==> src/rtl/window_column_fetch.sv <==
// Fetches one window of message columns starting at a sampled scroll index and
// streams them, one column per beat, to the panel driver over valid/ready.
module window_column_fetch #(
    parameter int unsigned MSG_COLS = 48,
    parameter int unsigned WIN_COLS = 24,
    parameter int unsigned ROWS     = 8,
    parameter int unsigned IDX_W    = 7
) (
    input  logic             clk,
    input  logic             rst_n,
    input  logic [IDX_W-1:0] start,
    input  logic             frame_req,
    output logic             mem_rd_en,
    output logic [IDX_W-1:0] mem_addr,
    input  logic [ROWS-1:0]  mem_rdata,
    output logic [ROWS-1:0]  col_data,
    output logic [4:0]       col_idx,
    output logic             col_valid,
    input  logic             col_ready,
    output logic             busy,
    output logic             frame_done
);

    localparam int unsigned K_W   = 5;
    localparam int unsigned SUM_W = IDX_W + 1;

    typedef enum logic [2:0] {
        IDLE    = 3'd0,
        READ    = 3'd1,
        CAPTURE = 3'd2,
        OUT     = 3'd3,
        DONE    = 3'd4
    } state_t;

    state_t           state, state_d;
    logic [IDX_W-1:0] start_q, start_d;
    logic             blank_q, blank_d;
    logic [K_W-1:0]   k, k_d;
    logic             rd_en_d;
    logic [IDX_W-1:0] addr_d;
    logic [ROWS-1:0]  data_d;
    logic [K_W-1:0]   idx_d;
    logic             valid_d;
    logic             busy_d;
    logic             done_d;

    logic [K_W-1:0]   k_inc_c;
    logic [SUM_W-1:0] sum_c;
    logic [IDX_W-1:0] next_addr_c;

    // Address of the next column; one subtract covers wrap since start_q < MSG_COLS.
    always_comb begin
        k_inc_c     = k + K_W'(1);
        sum_c       = {1'b0, start_q} + SUM_W'(k_inc_c);
        next_addr_c = (sum_c >= SUM_W'(MSG_COLS)) ? IDX_W'(sum_c - SUM_W'(MSG_COLS))
                                                  : IDX_W'(sum_c);
    end

    // Next-state and next registered-output values.
    always_comb begin
        state_d = state;
        start_d = start_q;
        blank_d = blank_q;
        k_d     = k;
        rd_en_d = 1'b0;
        addr_d  = mem_addr;
        data_d  = col_data;
        idx_d   = col_idx;
        valid_d = col_valid;
        busy_d  = busy;
        done_d  = 1'b0;

        case (state)
            IDLE: begin
                if (frame_req) begin
                    start_d = start;
                    k_d     = '0;
                    busy_d  = 1'b1;
                    if (start < IDX_W'(MSG_COLS)) begin
                        blank_d = 1'b0;
                        rd_en_d = 1'b1;
                        addr_d  = start;
                        state_d = READ;
                    end else begin
                        // Out-of-range index: emit a blank frame without touching memory.
                        blank_d = 1'b1;
                        data_d  = '0;
                        idx_d   = '0;
                        valid_d = 1'b1;
                        state_d = OUT;
                    end
                end
            end
            READ: begin
                state_d = CAPTURE;
            end
            CAPTURE: begin
                data_d  = mem_rdata;
                idx_d   = k;
                valid_d = 1'b1;
                state_d = OUT;
            end
            OUT: begin
                if (col_ready) begin
                    if (k == K_W'(WIN_COLS - 1)) begin
                        valid_d = 1'b0;
                        done_d  = 1'b1;
                        state_d = DONE;
                    end else if (blank_q) begin
                        k_d   = k_inc_c;
                        idx_d = k_inc_c;
                        data_d = '0;
                    end else begin
                        k_d     = k_inc_c;
                        valid_d = 1'b0;
                        rd_en_d = 1'b1;
                        addr_d  = next_addr_c;
                        state_d = READ;
                    end
                end
            end
            DONE: begin
                busy_d  = 1'b0;
                state_d = IDLE;
            end
            default: begin
                state_d = IDLE;
            end
        endcase
    end

    always_ff @(posedge clk) begin
        if (!rst_n) begin
            state      <= IDLE;
            start_q    <= '0;
            blank_q    <= 1'b0;
            k          <= '0;
            mem_rd_en  <= 1'b0;
            mem_addr   <= '0;
            col_data   <= '0;
            col_idx    <= '0;
            col_valid  <= 1'b0;
            busy       <= 1'b0;
            frame_done <= 1'b0;
        end else begin
            state      <= state_d;
            start_q    <= start_d;
            blank_q    <= blank_d;
            k          <= k_d;
            mem_rd_en  <= rd_en_d;
            mem_addr   <= addr_d;
            col_data   <= data_d;
            col_idx    <= idx_d;
            col_valid  <= valid_d;
            busy       <= busy_d;
            frame_done <= done_d;
        end
    end

endmodule
==> config.mk <==
export PLATFORM = sky130hd
export DESIGN_NAME = window_column_fetch
export DESIGN_NICKNAME = d
export VERILOG_FILES = /design/src/rtl/window_column_fetch.sv
export SDC_FILE = /design/constraint.sdc
export NUM_CORES = 1
export LEC_CHECK = 0
export ABC_AREA = 1
export CAP_MARGIN = 20
export CORE_UTILIZATION = 46
export DETAILED_ROUTE_END_ITERATION = 12
export PLACE_DENSITY_LB_ADDON = 0.2
export SYNTH_ARGS = -nofsm -noshare
export SYNTH_HDL_FRONTEND = slang
export SYNTH_SLANG_ARGS = --single-unit
==> constraint.sdc <==
create_clock -name clk -period 2.3 [get_ports clk]
set_input_delay 0.23 -clock clk [delete_from_list [all_inputs] [get_ports clk]]
set_output_delay 0.23 -clock clk [all_outputs]
set_load 0.01 [all_outputs]
==> reports/qor.yml <==
status: "finished with violations"
failed_checks: "setup timing"
dp_slack_ps: -217
multiInputGateArea_sq_mm: 0.00115
powerDensity_mw_per_mm2: 718
ys_ff_latch: 40
leakage_uw: 0.00121
h-tree-depth: 2
dp_hpwl_microns: 3650
die_area_sq_mm: 0.00470
track_usage_pct: 23.6
met1_usage_pct: 31.7
grt_max_degree: 23
setup_viol: 3
cts_tree: "yes"
numCtsBuffers: 5
num_antenna_cells: 0
initial_utilization_pct: 49.5
vias: 2061
post_synth.cell_area_avg_sq_um: 7.22
routed_via_density: 5.23
final_layout_size_suffix_gt1_share_pct: 17.4
root_buffer: "clkbuf_8"
clkTransAtPathRegs_ps: 70
final.period_utilization_pct: 102
clk_path_buf_depth: 2
max_freq_mhz: 426
wire_per_inst_microns: 12.9
grt_pass1_vias: 1824
ys_types: 33
design_area_sq_mm: 0.00282
syn-instance-count: 282
final_cell_mix: "nand2_1, clkdlybuf4s50_1, dfxtp_1"
regArea_sq_um: 805
end_kind: "flop"
port_buffers: 42
boundaryPins: 43
crit_required_ps: 2530
drtAntennaViolNets: 0
die_h_microns: 68.5
yosys_warnings: 0
rows: 23
hold_depth: 2
area_growth_pct: 38.3
vdd_drop_max_v: 0.000591
fillers: 347
crit_type: "reg2reg"
synth_top_flop_cell: "dfxtp_1"
cp_max_fo: 4
grt_pass1_wl_microns: 8250
synthArstFlopShare_pct: 0
synth_top_area_cell: "dfxtp_1"
finalPower_uw: 2020
hold_violations: 0
die_w_microns: 68.5
setup_tns_ps: -116
synth-edff-count: 0
insertion_delay_ps: 290
postPlaceCellArea_sq_mm: 0.00256
syn_area_sq_mm: 0.00204
worstSetupStartpointType: "flop"
core_sq_mm: 0.00412
cts_hold_buf: 0
fin_ws_ps: -45.9
top_usage_layer: "met2"
drc: 0
fin_util_pct: 68.5
nets: 371
slew_viol_final: 0
grt-ovfl-total: 0
yosys-top-cells-area: "dfxtp_1, nand2_1, a21oi_1"
seq_area_frac_synth_pct: 39.3
timing.slew.headroom_pct: 62.1
period_minus_slack_ps: 2350
grtUsageMet3_pct: 5.26
use_met2_pct: 38.2
rsz0062_at_grt: "true"
r2r_cells: 18
hold_class: "reg2reg"
first_pass_iters: 6
skew_ps: 6.73
worst_pin_slew_ps: 566
drt_wl_total_microns: 5100
cp_data_arrival_time_ps: 2570
drt-initial-drc-count: 128
syn_nets: 309
synth_top_cell_area_share_pct: 39.3
cts.sinks: 40
cap_violations: 0
gp_congestion: 0.911
antenna_found_initial: 0
final_common_cell: "nand2_1"
==> final timing paths <==
kind,startpoint,end,slack (ps)
setup / recovery,k[1],mem_addr[4],-50
hold / removal,col_idx[3],col_idx[3],450
setup reg to reg,k[1],mem_addr[4],-50
hold reg to reg,col_idx[3],col_idx[3],450
==> Yosys cell counts, types with 2 or more instances <==
cell	instances
buf_2	2
o21ai_1	5
dfxtp_1	40
o21ai_0	22
inv_1	31
nand4_1	4
a21oi_1	37
clkinv_1	2
nor2_1	12
clkinv_2	2
nor3_1	4
clkbuf_1	3
xor2_1	5
a31oi_1	3
nor2_2	2
nand3_1	17
ha_1	7
nand2_1	69
==> critical path, stage by stage, from the launching register on <==
cell and delay [ps]:
dfxtp_2 340, ha_4 170, nand2_4 70, nor2_2 40, xor2_1 170, ha_1 360
nand2_1 90, nor2_1 90, nand2_1 80, nand3_2 80, nand2_1 50, nand2_1 80
inv_1 60, ha_2 170, inv_2 80, nand3_2 90, nand2_1 70, nand3_1 70
a21oi_2 130
==> sequential cells by signal, summed over array words and instances (netlist names), 3 cells and up <==
| register | flops |
|---|---|
| state | 3 |
| mem_addr | 7 |
| start_q | 7 |
| k | 5 |
| col_data | 8 |
| col_idx | 5 |
==> area by class of cell <==
cell class	count	area share, %
multi-input combinational	199	40.7
sequential	40	28.6
timing repair buffer	62	20.2
inverter	36	4.88
clock buffer	7	3.42
tap	50	2.22
==> layer usage <==
metal	share of wire [%]	vias up	wire (microns)
met5	0	-	0
met4	1.4	0	71
met3	4.1	9	210
met2	48	42	2430
met1	47	955	2390
li1	-	1055	-
==> kinds of logic after synthesis <==
kind of cell	count (synthesis)	share of synthesized area, %
compound gates	70	18.2
buf+inv	43	8.72
xor+xnor	5	2.15
simple gates	116	26.4
flops	40	39.3
fa+ha+maj	8	5.28
==> power by group <==
group	internal [uW]	switching, uW
Sequential	776	60.7
Combinational	329	364
Clock	267	225
Total	1370	650
==> timing repair <==
item | 4_1_cts | 5_1_grt
gates resized for setup | 16 | 7
endpoints found under the setup margin | 3 | 3
setup buffers | 8 | 1
pin swaps | 16 | 13
==> stage by stage <==
stage,hold slack (ps),instances
floorplan,372,282
CTS,447,393
detailed placement,436,378
finish,445,394
global placement,432,378
global route,469,394
Note: power is estimated with default switching activity, not from simulation.
